`src/rtl/btn_pkg.sv`:
```
// Shared types and defaults for the push-button conditioning path.
package btn_pkg;

   localparam int unsigned N_BTN_DEF    = 4;
   // Short debounce window so simulations stay fast.
   localparam int unsigned DEBOUNCE_SIM = 4;

   typedef logic [N_BTN_DEF-1:0]         btn_vec_t;
   typedef logic [$clog2(N_BTN_DEF)-1:0] btn_idx_t;

endpackage

```
`src/rtl/btn_debounce.sv`:
```
// Single-button conditioner: 2-flop synchronizer, stability counter,
// debounced level and a one-cycle pulse on each debounced press.
module btn_debounce
   import btn_pkg::*;
#(
   parameter int unsigned DEBOUNCE_CYCLES = 1250000
) (
   input  logic clk,
   input  logic rst,
   input  logic btn,
   output logic clean,
   output logic press
);

   localparam int unsigned CW = $clog2(DEBOUNCE_CYCLES);
   localparam logic [CW-1:0] CNT_MAX = CW'(DEBOUNCE_CYCLES - 1);

   logic [1:0]    sync_q;
   logic          s;
   logic [CW-1:0] cnt_q, cnt_d;
   logic          stable_q, stable_d;
   logic          press_q, press_d;

   assign s     = sync_q[1];
   assign clean = stable_q;
   assign press = press_q;

   // Count consecutive cycles the synchronized level disagrees with the accepted level.
   always_comb begin
      cnt_d    = '0;
      stable_d = stable_q;
      press_d  = 1'b0;
      if (s != stable_q) begin
         if (cnt_q == CNT_MAX) begin
            stable_d = s;
            // Pulse lands in the same cycle the debounced level first reads 1.
            press_d  = s;
         end else begin
            cnt_d = cnt_q + CW'(1);
         end
      end
   end

   // Synchronizer and debounce state registers.
   always_ff @(posedge clk or posedge rst) begin
      if (rst) begin
         sync_q   <= '0;
         cnt_q    <= '0;
         stable_q <= 1'b0;
         press_q  <= 1'b0;
      end else begin
         sync_q   <= {sync_q[0], btn};
         cnt_q    <= cnt_d;
         stable_q <= stable_d;
         press_q  <= press_d;
      end
   end

endmodule

```
`src/rtl/btn_conditioner.sv`:
```
// Push-button front end: per-button debounce, lowest-index press encoder,
// a 1-deep press event with valid/ready handshake and a sticky drop flag.
module btn_conditioner
   import btn_pkg::*;
#(
   parameter int unsigned N_BTN           = N_BTN_DEF,
   parameter int unsigned DEBOUNCE_CYCLES = 1250000
) (
   input  logic                     clk,
   input  logic                     rst,
   input  logic [N_BTN-1:0]         btn,
   output logic [N_BTN-1:0]         btn_clean,
   output logic [N_BTN-1:0]         btn_press,
   output logic [N_BTN-1:0]         sel_onehot,
   output logic                     press_valid,
   output logic [$clog2(N_BTN)-1:0] press_idx,
   input  logic                     press_ready,
   output logic                     press_overflow,
   input  logic                     ovf_clear
);

   localparam int unsigned IW = $clog2(N_BTN);

   logic          cand_valid;
   logic [IW-1:0] cand_idx;
   logic          take, drop;

   logic             valid_q, valid_d;
   logic [IW-1:0]    idx_q, idx_d;
   logic [N_BTN-1:0] sel_q, sel_d;
   logic             ovf_q, ovf_d;

   for (genvar i = 0; i < N_BTN; i++) begin : g_btn
      btn_debounce #(
         .DEBOUNCE_CYCLES(DEBOUNCE_CYCLES)
      ) u_debounce (
         .clk  (clk),
         .rst  (rst),
         .btn  (btn[i]),
         .clean(btn_clean[i]),
         .press(btn_press[i])
      );
   end

   // Lowest set press bit wins; higher simultaneous presses are discarded.
   always_comb begin
      cand_valid = 1'b0;
      cand_idx   = '0;
      for (int i = N_BTN - 1; i >= 0; i--) begin
         if (btn_press[i]) begin
            cand_valid = 1'b1;
            cand_idx   = IW'(i);
         end
      end
   end

   // Event register next state: consume, load (even on the consume edge) or drop.
   always_comb begin
      valid_d = valid_q;
      idx_d   = idx_q;
      sel_d   = sel_q;
      ovf_d   = ovf_q;
      take    = cand_valid && (!valid_q || press_ready);
      drop    = cand_valid && valid_q && !press_ready;
      if (valid_q && press_ready) begin
         valid_d = 1'b0;
      end
      if (take) begin
         valid_d = 1'b1;
         idx_d   = cand_idx;
         sel_d   = N_BTN'(1) << cand_idx;
      end
      // A drop in the same cycle as a clear keeps the flag set.
      if (drop) begin
         ovf_d = 1'b1;
      end else if (ovf_clear) begin
         ovf_d = 1'b0;
      end
   end

   // Event and overflow state registers.
   always_ff @(posedge clk or posedge rst) begin
      if (rst) begin
         valid_q <= 1'b0;
         idx_q   <= '0;
         sel_q   <= '0;
         ovf_q   <= 1'b0;
      end else begin
         valid_q <= valid_d;
         idx_q   <= idx_d;
         sel_q   <= sel_d;
         ovf_q   <= ovf_d;
      end
   end

   assign press_valid    = valid_q;
   assign press_idx      = idx_q;
   assign sel_onehot     = sel_q;
   assign press_overflow = ovf_q;

endmodule
```
`config.mk`:
```
export PLATFORM = sky130hd
export DESIGN_NAME = btn_conditioner
export DESIGN_NICKNAME = d
export VERILOG_FILES = /design/src/rtl/btn_pkg.sv /design/src/rtl/btn_debounce.sv /design/src/rtl/btn_conditioner.sv
export SDC_FILE = /design/constraint.sdc
export NUM_CORES = 1
export LEC_CHECK = 0
export CAP_MARGIN = 0
export CORE_ASPECT_RATIO = 0.8
export CORE_MARGIN = 1.5
export CORE_UTILIZATION = 34
export DETAILED_ROUTE_END_ITERATION = 12
export PLACE_DENSITY_LB_ADDON = 0.08
export SLEW_MARGIN = 20
export SYNTH_ARGS = -nofsm -noshare
export SYNTH_HDL_FRONTEND = slang
export SYNTH_HIERARCHICAL = 1
export SYNTH_SLANG_ARGS = --single-unit
```
`constraint.sdc`:
```
create_clock -name clk -period 4.8 [get_ports clk]
set_input_delay 0.72 -clock clk [delete_from_list [all_inputs] [get_ports clk]]
set_output_delay 0.72 -clock clk [all_outputs]
set_load 0.03 [all_outputs]
```
==> results.yml <==
run_status:
  status: "completed"
routing:
  via_count: 3561
  detail_route.wl_per_cell_um: 14.1
  viasPerCell: 4.91
  drc: 0
  dr.pass1.iters: 4
  drt_wl_total_mm: 10.2
  ant_nets: 0
  dr.first_iter.drc_count: 174
place:
  gp_congestion: 0.720
  dpl.hpwl_mm: 7.01
  io_buffer_count: 23
  placed_cells: 709
  place_area_sq_um: 5570
clock_tree:
  htreeDepth: 3
  hold_buffers: 0
  cts_tree: "yes"
  ctsResizeCount: 0
  clockBufferDepth: 2
  cts_buffers: 9
  cts_setup_buffers: 0
  cts.sinks: 108
  worstSkewPairLatency_ns: 0.35
  cts_root_buf: "clkbuf_16"
  cts.clk_slew.worst_paths_ns: 0.07
final_layout:
  final_layout_size_suffix_gt1_frac: 0.0951
  antenna_cells: 0
  fill_cells: 1498
  fin_nets: 543
  area.growth.synth_to_final_pct: 14.1
  instances_no_fill: 725
  design_area_sq_um: 5880
setup_path:
  critPathMaxFanout: 5
  worstPathCellList: "clkdlybuf4s50_1"
  critical_path_class: "reg2out"
  setup.worst_path.end_class: "primary output"
  slowest_stage: "clkdlybuf4s50_1"
  worstSetupStartpointType: "flip-flop"
  worst_path_dominant_cell_family: "buffers and inverters"
  crit_arrival_ns: 1.52
  worstPathRequired_ns: 4.08
  path_buf_inv: 1
  critPathMaxStageDelay_ns: 0.72
sta:
  timing.final.crit_share: 0.466
  drv_slew: 0
  worstMarginPinSlew_ns: 0.938
  fin_tns_setup_ns: 0
  min_period_ns: 2.24
  fin_skew_ns: 0.00703
  fmax_mhz: 447
  finalHoldViolations: 0
  finalSetupViolCount: 0
  max-slew-margin-rel: 0.374
  rsz0062_at_grt: "no"
global_routing:
  antenna_found_initial: 0
  grt_max_degree: 26
  gr-usage-all-layers: 0.142
  grt_pass1_wl_mm: 17.6
  grt-ovfl-total: 0
  grt_pass1_vias: 3367
yosys:
  syn-num-nets: 522
  yosysUniqueCellTypes: 35
  ys_ff_latch: 108
  netlist_instances: 510
  ys_warn_count: 6
  synth_enable_flop_cells: 0
  avgSynthCellArea_sq_um: 10.1
  synthArstFlopShare: 1.00
  ys.flop_type: "dfrtp_1"
  syn_area_sq_um: 5150
  synth-seq-area-share: 0.525
floorplan:
  io_pins: 24
  rows: 40
  core-area_sq_um: 14900
  die-area_sq_um: 15900
  start_util: 0.345
  die_x_um: 141
  die_h_um: 113
pwr:
  p_sw_mw: 0.375
  swShare: 0.212
  irDropWorstVdd_uv: 172
  power_frac_seq: 0.526
  p_comb_frac: 0.031
  p_leak_nw: 2.36
  p_int_mw: 1.40
  power.density_nw_per_um2: 301
  clockPowerShare: 0.443
hold_path:
  min_path_type: "reg2reg"
run:
  drv_cap: 0
per-stage QoR:
stage	util	hold WS [ns]	setup WS [ns]	power, mW
4_1_cts	0.394	0.345	2.54	1.81
6_report	0.394	0.343	2.56	1.77
5_1_grt	0.394	0.352	2.48	1.86
3_5_place_dp	0.373	0.336	2.59	1.01
2_1_floorplan	-	0.331	2.97	0.987
3_3_place_gp	0.373	0.332	2.62	1.01
state kept, by name, indices dropped and copies added (netlist names):
signal                   cells
sel_onehot                   4
g_btn.u_debounce/sync_q      8
press_valid                  1
g_btn.u_debounce/clean       4
g_btn.u_debounce/press       4
press_idx                    2
g_btn.u_debounce/cnt_q      84
press_overflow               1
power groups by stage:
stage | sequential (mW) | combinational [mW] | clock (mW)
6_report | 0.932 | 0.0542 | 0.784
5_1_grt | 0.933 | 0.0643 | 0.860
4_1_cts | 0.931 | 0.0574 | 0.817
3_5_place_dp | 0.949 | 0.0571 | 0
3_3_place_gp | 0.949 | 0.0565 | 0
2_1_floorplan | 0.947 | 0.0395 | 0
final timing paths:
| path | depth (start not counted) | start | slack [ns] | endpoint |
|---|---|---|---|---|
| max | 1 | g_btn[0].u_debounce/press$_DFF_PP0_ | 2.56 | btn_press[0] |
| min | 0 | g_btn[2].u_debounce/sync_q[0]$_DFF_PP0_ | 0.34 | g_btn[2].u_debounce/sync_q[1]$_DFF_PP0_ |
| max reg2reg | 5 | g_btn[0].u_debounce/cnt_q[0]$_DFF_PP0_ | 2.74 | g_btn[0].u_debounce/cnt_q[5]$_DFF_PP0_ |
| min reg2reg | 0 | g_btn[2].u_debounce/sync_q[0]$_DFF_PP0_ | 0.34 | g_btn[2].u_debounce/sync_q[1]$_DFF_PP0_ |
| max in group asynchronous | 2 | rst | 3.16 | g_btn[0].u_debounce/cnt_q[20]$_DFF_PP0_ |
| min in group asynchronous | 2 | rst | 0.79 | press_idx[0]$_DFFE_PP0P_ |
logic make-up (layout without fill, tap and decap cells):
| group | Yosys count | after routing | synth area share |
|---|---|---|---|
| AO/OA/AOI/OAI | 49 | 49 | 0.0603 |
| XOR/XNOR | 64 | 64 | 0.109 |
| adder cells (fa/ha/maj) | 4 | 4 | 0.00972 |
| buffers and inverters | 46 | 72 | 0.0338 |
| flip-flops | 108 | 108 | 0.525 |
| multiplexers | 4 | 4 | 0.00875 |
| AND/OR/NAND/NOR | 235 | 235 | 0.254 |
layout by cell type (no fill, tap or decap), types with 8 or more instances in the layout:
cell type          n
a21oi_1           22
a31o_2            12
clkbuf_16          9
clkdlybuf4s50_1   23
dfrtp_1          108
inv_1             31
nand2_1           21
nand3_1           24
nand4_1           20
nor2_1            89
nor3_1            20
nor4_1            12
o21ai_0            9
or3_1              9
xnor2_1           56
xor2_1             8
final cells by class:
class,instances,area (sq um),area share
clock buffer,12,236,0.0402
multi-input combinational,356,2270,0.387
tap,189,236,0.0402
inverter,33,124,0.0211
timing repair buffer,23,230,0.0392
sequential,108,2700,0.460
clock inverter,4,73.8,0.0126
per-layer routing:
metal,up-vias,track usage,wire [um]
li1,1790,-,-
met1,1719,0.212,5390
met2,43,0.196,4370
met3,9,0.0410,374
met4,0,0.0417,117
met5,-,0,0
worst reg2reg max path, cell delays in order, from the launching register on:
cell and delay [ns]:
dfrtp_1 0.39, ha_1 0.24, nand4_2 0.22, nor4_1 0.45
a31o_2 0.52, nor2_1 0.10
cells in the mapped netlist (all sizes together), types with 5 or more instances:
library cell  number  area [sq um]
or3                9          56.3
a21oi             22           110
o21ai             10          53.8
dfrtp            108          2700
nor3              20           100
inv               33           124
nand3             24           120
nand2             21          78.8
nand2b             5          38.8
clkbuf            12          45.0
nand4             28           260
xor2               8          70.1
a31o              12           105
nor2              89           334
xnor2             56           490
nor4              16           125
No activity file was read; power rests on OpenSTA's default activity.
